## config.mk

```make
export PLATFORM = sky130hd
export DESIGN_NAME = mem_port_arbiter
export DESIGN_NICKNAME = d
export VERILOG_FILES = /design/src/rtl/mem_arb_pkg.sv /design/src/rtl/mux2by1.sv /design/src/rtl/mem_port_arbiter.sv
export SDC_FILE = /design/constraint.sdc
export NUM_CORES = 1
export LEC_CHECK = 0
export ABC_AREA = 1
export CAP_MARGIN = 20
export CORE_MARGIN = 5
export CORE_UTILIZATION = 63
export DETAILED_ROUTE_END_ITERATION = 7
export DONT_BUFFER_PORTS = 1
export PLACE_DENSITY = 0.83
export SYNTH_ARGS = -nofsm -noshare
export SYNTH_HDL_FRONTEND = slang
export SYNTH_SLANG_ARGS = --single-unit
```

## constraint.sdc

```tcl
create_clock -name clk -period 4.3 [get_ports clk]
set_input_delay 0.645 -clock clk [delete_from_list [all_inputs] [get_ports clk]]
set_output_delay 0.645 -clock clk [all_outputs]
set_load 0.005 [all_outputs]
```

## src/rtl/mem_arb_pkg.sv

```systemverilog
// -----------------------------------------------------------------------------
// mem_arb_pkg
// Shared types and constants for the memory-port arbiter.
//   state_t : arbiter FSM state (IDLE / BUSY)
//   REQ_IF  : port-owner encoding for instruction fetch (matches sel = 0)
//   REQ_D   : port-owner encoding for data load/store   (matches sel = 1)
// -----------------------------------------------------------------------------
package mem_arb_pkg;

    typedef enum logic {
        IDLE = 1'b0,
        BUSY = 1'b1
    } state_t;

    localparam logic REQ_IF = 1'b0;
    localparam logic REQ_D  = 1'b1;

endpackage

```

## src/rtl/mux2by1.sv

```systemverilog
// -----------------------------------------------------------------------------
// mux2by1
// Plain two-input multiplexer.
//   in1_i : selected when sel_i = 0
//   in2_i : selected when sel_i = 1
//   sel_i : select
//   out_o : selected value
// -----------------------------------------------------------------------------
module mux2by1 #(
    parameter int N = 32
) (
    input  logic [N-1:0] in1_i,
    input  logic [N-1:0] in2_i,
    input  logic         sel_i,
    output logic [N-1:0] out_o
);

    assign out_o = sel_i ? in2_i : in1_i;

endmodule

```

## src/rtl/mem_port_arbiter.sv

```systemverilog
// -----------------------------------------------------------------------------
// mem_port_arbiter
// Arbitrates the single shared memory port between instruction fetch and the
// load/store unit. One requester is granted at a time, its address/data are
// latched, and the port is held for LAT cycles before a one-cycle done pulse.
//
// Ports
//   clk, rst              : clock, asynchronous active-high reset
//   if_req_i, if_addr_i   : fetch request (held until if_done_o) and address
//   d_req_i, d_we_i       : data request (held until d_done_o), 1 = store
//   d_addr_i, d_wdata_i   : data address and store data
//   mem_rdata_i           : memory read data, valid in the last BUSY cycle
//   mem_en_o, mem_we_o    : memory enable / write enable
//   mem_addr_o, mem_wdata_o : latched address / store data
//   sel_o                 : port owner, 0 = fetch, 1 = data
//   if_gnt_o, d_gnt_o     : requester currently owns the port
//   if_done_o, d_done_o   : one-cycle completion pulses
//   rdata_o               : registered read data (updated on loads only)
// -----------------------------------------------------------------------------
import mem_arb_pkg::*;

module mem_port_arbiter #(
    parameter int N   = 32,
    parameter int LAT = 2
) (
    input  logic         clk,
    input  logic         rst,
    input  logic         if_req_i,
    input  logic [N-1:0] if_addr_i,
    input  logic         d_req_i,
    input  logic         d_we_i,
    input  logic [N-1:0] d_addr_i,
    input  logic [N-1:0] d_wdata_i,
    input  logic [N-1:0] mem_rdata_i,
    output logic         mem_en_o,
    output logic         mem_we_o,
    output logic [N-1:0] mem_addr_o,
    output logic [N-1:0] mem_wdata_o,
    output logic         sel_o,
    output logic         if_gnt_o,
    output logic         d_gnt_o,
    output logic         if_done_o,
    output logic         d_done_o,
    output logic [N-1:0] rdata_o
);

    localparam int CNT_W = $clog2(LAT) + 1;

    state_t             state_q, state_d;
    logic [CNT_W-1:0]   cnt_q, cnt_d;
    logic               mem_en_q, mem_en_d;
    logic               mem_we_q, mem_we_d;
    logic [N-1:0]       mem_addr_q, mem_addr_d;
    logic [N-1:0]       mem_wdata_q, mem_wdata_d;
    logic               sel_q, sel_d;
    logic               if_gnt_q, if_gnt_d;
    logic               d_gnt_q, d_gnt_d;
    logic               if_done_q, if_done_d;
    logic               d_done_q, d_done_d;
    logic [N-1:0]       rdata_q, rdata_d;
    logic               last_gnt_q, last_gnt_d;

    logic               win_sel;
    logic [N-1:0]       win_addr;

    // A lone requester always wins; on a tie the one not served last wins.
    assign win_sel = (if_req_i && d_req_i) ? ~last_gnt_q : d_req_i;

    mux2by1 #(.N(N)) u_addr_mux (
        .in1_i (if_addr_i),
        .in2_i (d_addr_i),
        .sel_i (win_sel),
        .out_o (win_addr)
    );

    always_comb begin
        state_d     = state_q;
        cnt_d       = cnt_q;
        mem_en_d    = mem_en_q;
        mem_we_d    = mem_we_q;
        mem_addr_d  = mem_addr_q;
        mem_wdata_d = mem_wdata_q;
        sel_d       = sel_q;
        if_gnt_d    = if_gnt_q;
        d_gnt_d     = d_gnt_q;
        if_done_d   = 1'b0;
        d_done_d    = 1'b0;
        rdata_d     = rdata_q;
        last_gnt_d  = last_gnt_q;

        case (state_q)
            IDLE: begin
                // The done cycle is also IDLE, so a waiting requester is
                // granted on the edge that ends it with no extra bubble.
                if (if_req_i || d_req_i) begin
                    state_d     = BUSY;
                    cnt_d       = CNT_W'(LAT - 1);
                    mem_en_d    = 1'b1;
                    mem_we_d    = d_we_i & (win_sel == REQ_D);
                    mem_addr_d  = win_addr;
                    mem_wdata_d = d_wdata_i;
                    sel_d       = win_sel;
                    if_gnt_d    = (win_sel == REQ_IF);
                    d_gnt_d     = (win_sel == REQ_D);
                end
            end
            BUSY: begin
                if (cnt_q == '0) begin
                    state_d    = IDLE;
                    if (!mem_we_q) begin
                        rdata_d = mem_rdata_i;
                    end
                    if_done_d  = (sel_q == REQ_IF);
                    d_done_d   = (sel_q == REQ_D);
                    mem_en_d   = 1'b0;
                    mem_we_d   = 1'b0;
                    if_gnt_d   = 1'b0;
                    d_gnt_d    = 1'b0;
                    last_gnt_d = sel_q;
                end else begin
                    cnt_d = cnt_q - 1'b1;
                end
            end
            default: state_d = IDLE;
        endcase
    end

    always_ff @(posedge clk or posedge rst) begin
        if (rst) begin
            state_q     <= IDLE;
            cnt_q       <= '0;
            mem_en_q    <= 1'b0;
            mem_we_q    <= 1'b0;
            mem_addr_q  <= '0;
            mem_wdata_q <= '0;
            sel_q       <= 1'b0;
            if_gnt_q    <= 1'b0;
            d_gnt_q     <= 1'b0;
            if_done_q   <= 1'b0;
            d_done_q    <= 1'b0;
            rdata_q     <= '0;
            // Data counts as served last so fetch wins the first tie.
            last_gnt_q  <= REQ_D;
        end else begin
            state_q     <= state_d;
            cnt_q       <= cnt_d;
            mem_en_q    <= mem_en_d;
            mem_we_q    <= mem_we_d;
            mem_addr_q  <= mem_addr_d;
            mem_wdata_q <= mem_wdata_d;
            sel_q       <= sel_d;
            if_gnt_q    <= if_gnt_d;
            d_gnt_q     <= d_gnt_d;
            if_done_q   <= if_done_d;
            d_done_q    <= d_done_d;
            rdata_q     <= rdata_d;
            last_gnt_q  <= last_gnt_d;
        end
    end

    assign mem_en_o    = mem_en_q;
    assign mem_we_o    = mem_we_q;
    assign mem_addr_o  = mem_addr_q;
    assign mem_wdata_o = mem_wdata_q;
    assign sel_o       = sel_q;
    assign if_gnt_o    = if_gnt_q;
    assign d_gnt_o     = d_gnt_q;
    assign if_done_o   = if_done_q;
    assign d_done_o    = d_done_q;
    assign rdata_o     = rdata_q;

endmodule

```

Word level (Yosys, flattened, before mapping)
Cells that the tools add are included.
- register bits after elaboration: 107
- output and inout bits: 103
- $add $sub $neg: 1
- equal/unequal tests: 3
- multiplexer cells: 21
- bitwise operators: 6
- reduce and logical (&&, ||, !) cells: 8
- operator list (cell ; number):
    two-way mux 32 bit ; 1
    two-way mux 1 bit ; 12
    one-hot mux 1 bit (2 select lines) ; 5
    AND reduction 2 bit ; 4
    inverter 1 bit ; 5
    two-way mux 2 bit ; 2
    inequality test 2 bit, second input constant ; 2
    one-hot mux 2 bit (2 select lines) ; 1
    AND reduction 3 bit ; 1
    logical NOT 2 bit ; 1
    inequality test 2 x 1 -> 1 bit, second input constant ; 1
    subtractor 2 x 1 -> 2 bit, second input constant ; 1
    bitwise AND 1 bit ; 1
    logical AND 1 bit ; 1
    logical OR 1 bit ; 1

Depth between registers and ports, before layout
- depth in word-level cells: 5
- gate-level depth with buffers: 8
- depth with buffers taken out: 7

Hierarchy
From an unflattened synthesis, not the netlist that was laid out.
- cells, all modules: 565
- area total of the unflattened synthesis: 4643.2 µm²
- by module, submodules not included (module ; instances ; cells each ; area each (µm²) ; seq. area each (µm²)):
    mem_port_arbiter ; 1 ; 461 ; 4151.5 ; 2678.8
    mux2by1 ; 1 ; 104 ; 491.7 ; 0.0

Worst setup path after synthesis
No wires, ideal clock.
- path type: input -> register
- start point: input d_req_i
- end point: register mem_wdata_q[0], in the netlist mem_wdata_o[0]
- arrival time: 1.386 ns
- required time: 4.184 ns
- slack: 2.797 ns
- stages on the path: 7
- buffers on the path: 3
- path through: buf_2 > nor2_1 > nor2_2 > buf_2 > buf_4 > nand2_1 > nand2_1
- longest elaborated chain between the ends: 2
- RTL lines (what ; line ; text):
    start: declaration ; mem_port_arbiter.sv:30 ; input logic d_req_i,
    logical OR 1 bit ; mem_port_arbiter.sv:95 ; if (if_req_i || d_req_i) begin
    AND reduction 2 bit (no source line) ; n/a ;
    end signal: assignment ; mem_port_arbiter.sv:150 ; mem_wdata_q <= mem_wdata_d;
    end: declaration ; mem_port_arbiter.sv:54 ; logic [N-1:0] mem_wdata_q, mem_wdata_d;
No other way between the ends.
A chain may end at the register's enable or synchronous reset.

Final worst setup path
- start point: register cnt_q[0]
- end point: register rdata_q[3], in the netlist rdata_o[3]
- longest elaborated chain between the ends: 2
- RTL lines (what ; line ; text):
    start: declaration ; mem_port_arbiter.sv:50 ; logic [CNT_W-1:0] cnt_q, cnt_d;
    start signal: assignment ; mem_port_arbiter.sv:146 ; cnt_q <= cnt_d;
    logical NOT 2 bit ; mem_port_arbiter.sv:108 ; if (cnt_q == '0) begin
    AND reduction 3 bit (no source line) ; n/a ;
    end signal: assignment ; mem_port_arbiter.sv:156 ; rdata_q <= rdata_d;
    end: declaration ; mem_port_arbiter.sv:60 ; logic [N-1:0] rdata_q, rdata_d;
No other way between the ends.

==> metrics.txt <==
Final setup viols 0; via count of the first global-routing pass around 3300; worst setup path class reg2reg; final wirelength about 11 mm; highest clock frequency the design can meet 475 MHz; pre-CTS worst setup slack approximately 2.0 ns; Max H-tree Level 3; top cell type's share of synthesized area approximately 58%; combined global-route utilization of all metal layers around 24%; area of all placed cells without fillers about 0.0048 mm^2; number of vias per cell after detailed routing roughly 5.8; Post-DRT Antenna Nets 0; Final GP Congestion approximately 0.88; Worst Hold Slack 0.373 ns; r2r setup slk ~2.2 ns; distinct cell type count of the synthesized netlist 18; area of the die a little over 0.009 mm^2; Top FF cell, synth sky130_fd_sc_hd__dfrtp_1; most common cell in the netlist sky130_fd_sc_hd__nand2_1; number of DRC violations after detailed-routing iteration 0 roughly 200; CP Capture Type flip-flop; average size of a mapped cell about 9.2 um^2; Mapped Cells about 500; latest clock arrival within the worst-skew pair ~0.34 ns; outcome finished clean; Clock Pin Slew Worst Setup and Hold Paths around 0.09 ns; Met3 Routed Length 1.19 mm; clock tree from TritonCTS yes; root buffer selected by CTS sky130_fd_sc_hd__clkbuf_8; maximum fanout count along the critical path 34; area after detailed placement around 0.0046 mm^2; Yosys warnings 0; startpoint type of the worst setup path flip-flop; post-synthesis register bit count 107; Synth top cells by count 176 x sky130_fd_sc_hd__nand2_1, 106 x sky130_fd_sc_hd__dfrtp_1, 68 x sky130_fd_sc_hd__nand3_1; M1 wire length about 4.2 mm; setup clock skew after layout about 0.008 ns; layout cells sized above 1 11.9%; Post-synth EDFFs 0; leftover overflow at the end of global routing 0; fraction of synthesis flops using an asynchronous set or reset pin 100%; post-layout worst setup margin about 2.2 ns; Met2 Routed Length approximately 5.5 mm; Seq/Total Area, Yosys ~58%; post-synth design cell area approximately 0.0046 mm^2; Post-Syn Nets around 640; Detailed Place HPWL approximately 8 mm; maximum number of pins on one net before global-route repair slightly below 80; count of buffers added by post-CTS timing repair for setup 0; P per Cell Area between 700 and 800 mW/mm^2; post-route core utilization 66.7%; setup repair after global routing missed its margin false; Initial DRT Pass Iterations 5; count of hold-fix buffers inserted at cts 0; number of core rows 31; fin crit share between 40 and 50%; WL/cell approximately 19 um; transition at the pin with the smallest max-transition slack 1.05 ns; kind of path behind the tightest hold check in2async; final antenna diode count 0; initial core utilization between 60% and 70%; first-pass GRT wire length between 15 and 20 mm; Critical R2R Capture rdata_o[3]; placeable core region roughly 0.0072 mm^2; top-level I/O count about 240; post-cts repair resize count 0; area delta synth->final 3.77%; number of antenna violations at the first check in global routing 0; static leakage about 2.5 nW; tightest slew margin relative to the limit 29.9%; worst-case reg-to-reg path depth 7; vias after detailed routing roughly 3400; Peak supply drop 0.359 mV; top cells by area in the synthesized netlist sky130_fd_sc_hd__dfrtp_1 58%, sky130_fd_sc_hd__nand2_1 14%, sky130_fd_sc_hd__nand3_1 7.4%; number of max-cap violations 0; sum of negative setup slack 0 ns; top routing layer in use met4; count of clock tree sinks 107; fin. max-slew vios 0; number of design rule violations left after detail routing 0; number of hold violations in the final report 0; Port-buffer cells 0; final layout net count slightly above 600; post-layout minimum cycle time around 2.1 ns; maximum clock path buffer count 2; Worst EP required approximately 4.6 ns; overall die width 95.6 um; arrival time of data at the critical path endpoint ~2.4 ns; floorplan die height 95.6 um; Num CTS Buffers 9; library cell with the largest summed area after synthesis sky130_fd_sc_hd__dfrtp_1; startpoint of the worst register-to-register path cnt_q[0]
-- per-layer routing --
metal,GRT usage [%],vias to the layer above
li1,-,1580
met1,29.7,1629
met2,39.3,185
met5,0,-
met3,7.73,12
met4,9.48,0
-- registers in the layout, indices dropped and copies added (netlist names) --
| register | flops |
|---|---|
| d_gnt_o | 1 |
| cnt_q | 2 |
| d_done_o | 1 |
| mem_we_o | 1 |
| if_done_o | 1 |
| sel_o | 1 |
| if_gnt_o | 1 |
| mem_en_o | 1 |
| rdata_o | 32 |
| state_q | 1 |
| mem_addr_o | 32 |
| mem_wdata_o | 32 |
| last_gnt_q | 1 |
-- logic make-up after synthesis --
logic type	synth area share, %
buffers and inverters	7.87
adder cells (fa/ha/maj)	0.543
flip-flops	58.1
AO/OA/AOI/OAI	6.59
AND/OR/NAND/NOR	26.9
-- worst max path at each step --
| stage | to | from | slack, ns | cells after the start |
|---|---|---|---|---|
| 6_report | rdata_o[3] | cnt_q[0] | 2.19 | 7 |
| 5_1_grt | rdata_o[3] | cnt_q[0] | 2.04 | 7 |
| 4_1_cts | rdata_o[3] | cnt_q[0] | 2.18 | 7 |
| 3_5_place_dp | mem_addr_o[19] | if_req_i | 2.02 | 5 |
| 3_3_place_gp | mem_addr_o[3] | if_req_i | 2.00 | 5 |
| 2_1_floorplan | cnt_q[0] | rst | 0.84 | 1 |
-- cell usage in the layout (no fill, tap or decap) --
cell type	n
sky130_fd_sc_hd__bufinv_16	2
sky130_fd_sc_hd__inv_2	1
sky130_fd_sc_hd__nor2_1	4
sky130_fd_sc_hd__ha_1	2
sky130_fd_sc_hd__nor2_4	1
sky130_fd_sc_hd__inv_4	1
sky130_fd_sc_hd__nand3_1	68
sky130_fd_sc_hd__clkbuf_8	10
sky130_fd_sc_hd__dfrtp_1	106
sky130_fd_sc_hd__o21ai_0	3
sky130_fd_sc_hd__clkinvlp_4	1
sky130_fd_sc_hd__clkinv_4	1
sky130_fd_sc_hd__dfstp_2	1
sky130_fd_sc_hd__nand2_2	1
sky130_fd_sc_hd__o21ai_4	1
sky130_fd_sc_hd__nand2_1	176
sky130_fd_sc_hd__o21ai_2	32
sky130_fd_sc_hd__or2_2	1
sky130_fd_sc_hd__buf_4	5
sky130_fd_sc_hd__inv_1	37
sky130_fd_sc_hd__nand4_1	33
-- final cells by class --
| type | instances | area [um^2] |
|---|---|---|
| Sequential cell | 107 | 2680 |
| Fill cell | 584 | 2390 |
| Multi-Input combinational cell | 322 | 1580 |
| Inverter | 39 | 149 |
| Clock buffer | 10 | 138 |
| Tap cell | 99 | 124 |
| Clock inverter | 4 | 76.3 |
| Timing Repair Buffer | 5 | 37.5 |
-- metrics by stage --
step                cells  total power, mW
floorplan             502             2.84
global placement      572             3.01
detailed placement    572             3.09
CTS                   586             3.74
global route          586             3.99
finish                586             3.71
-- worst max-delay path, cell delays in order (launching register included) --
cell and delay (ns):
sky130_fd_sc_hd__dfrtp_1 0.35, sky130_fd_sc_hd__inv_1 0.07, sky130_fd_sc_hd__ha_1 0.21, sky130_fd_sc_hd__nand2_2 0.10, sky130_fd_sc_hd__or2_2 0.59, sky130_fd_sc_hd__buf_4 0.48, sky130_fd_sc_hd__nand2_1 0.13, sky130_fd_sc_hd__o21ai_2 0.08
-- report_power, final --
| part | internal (mW) | leakage, nW | total [mW] | switching (mW) |
|---|---|---|---|---|
| Sequential | 1.51 | 1.31 | 1.94 | 0.432 |
| Clock | 0.339 | 0.104 | 0.651 | 0.312 |
| Combinational | 0.393 | 1.04 | 1.12 | 0.724 |
| Total | 2.24 | 2.45 | 3.71 | 1.47 |
Power figures use the tool's default switching activity.
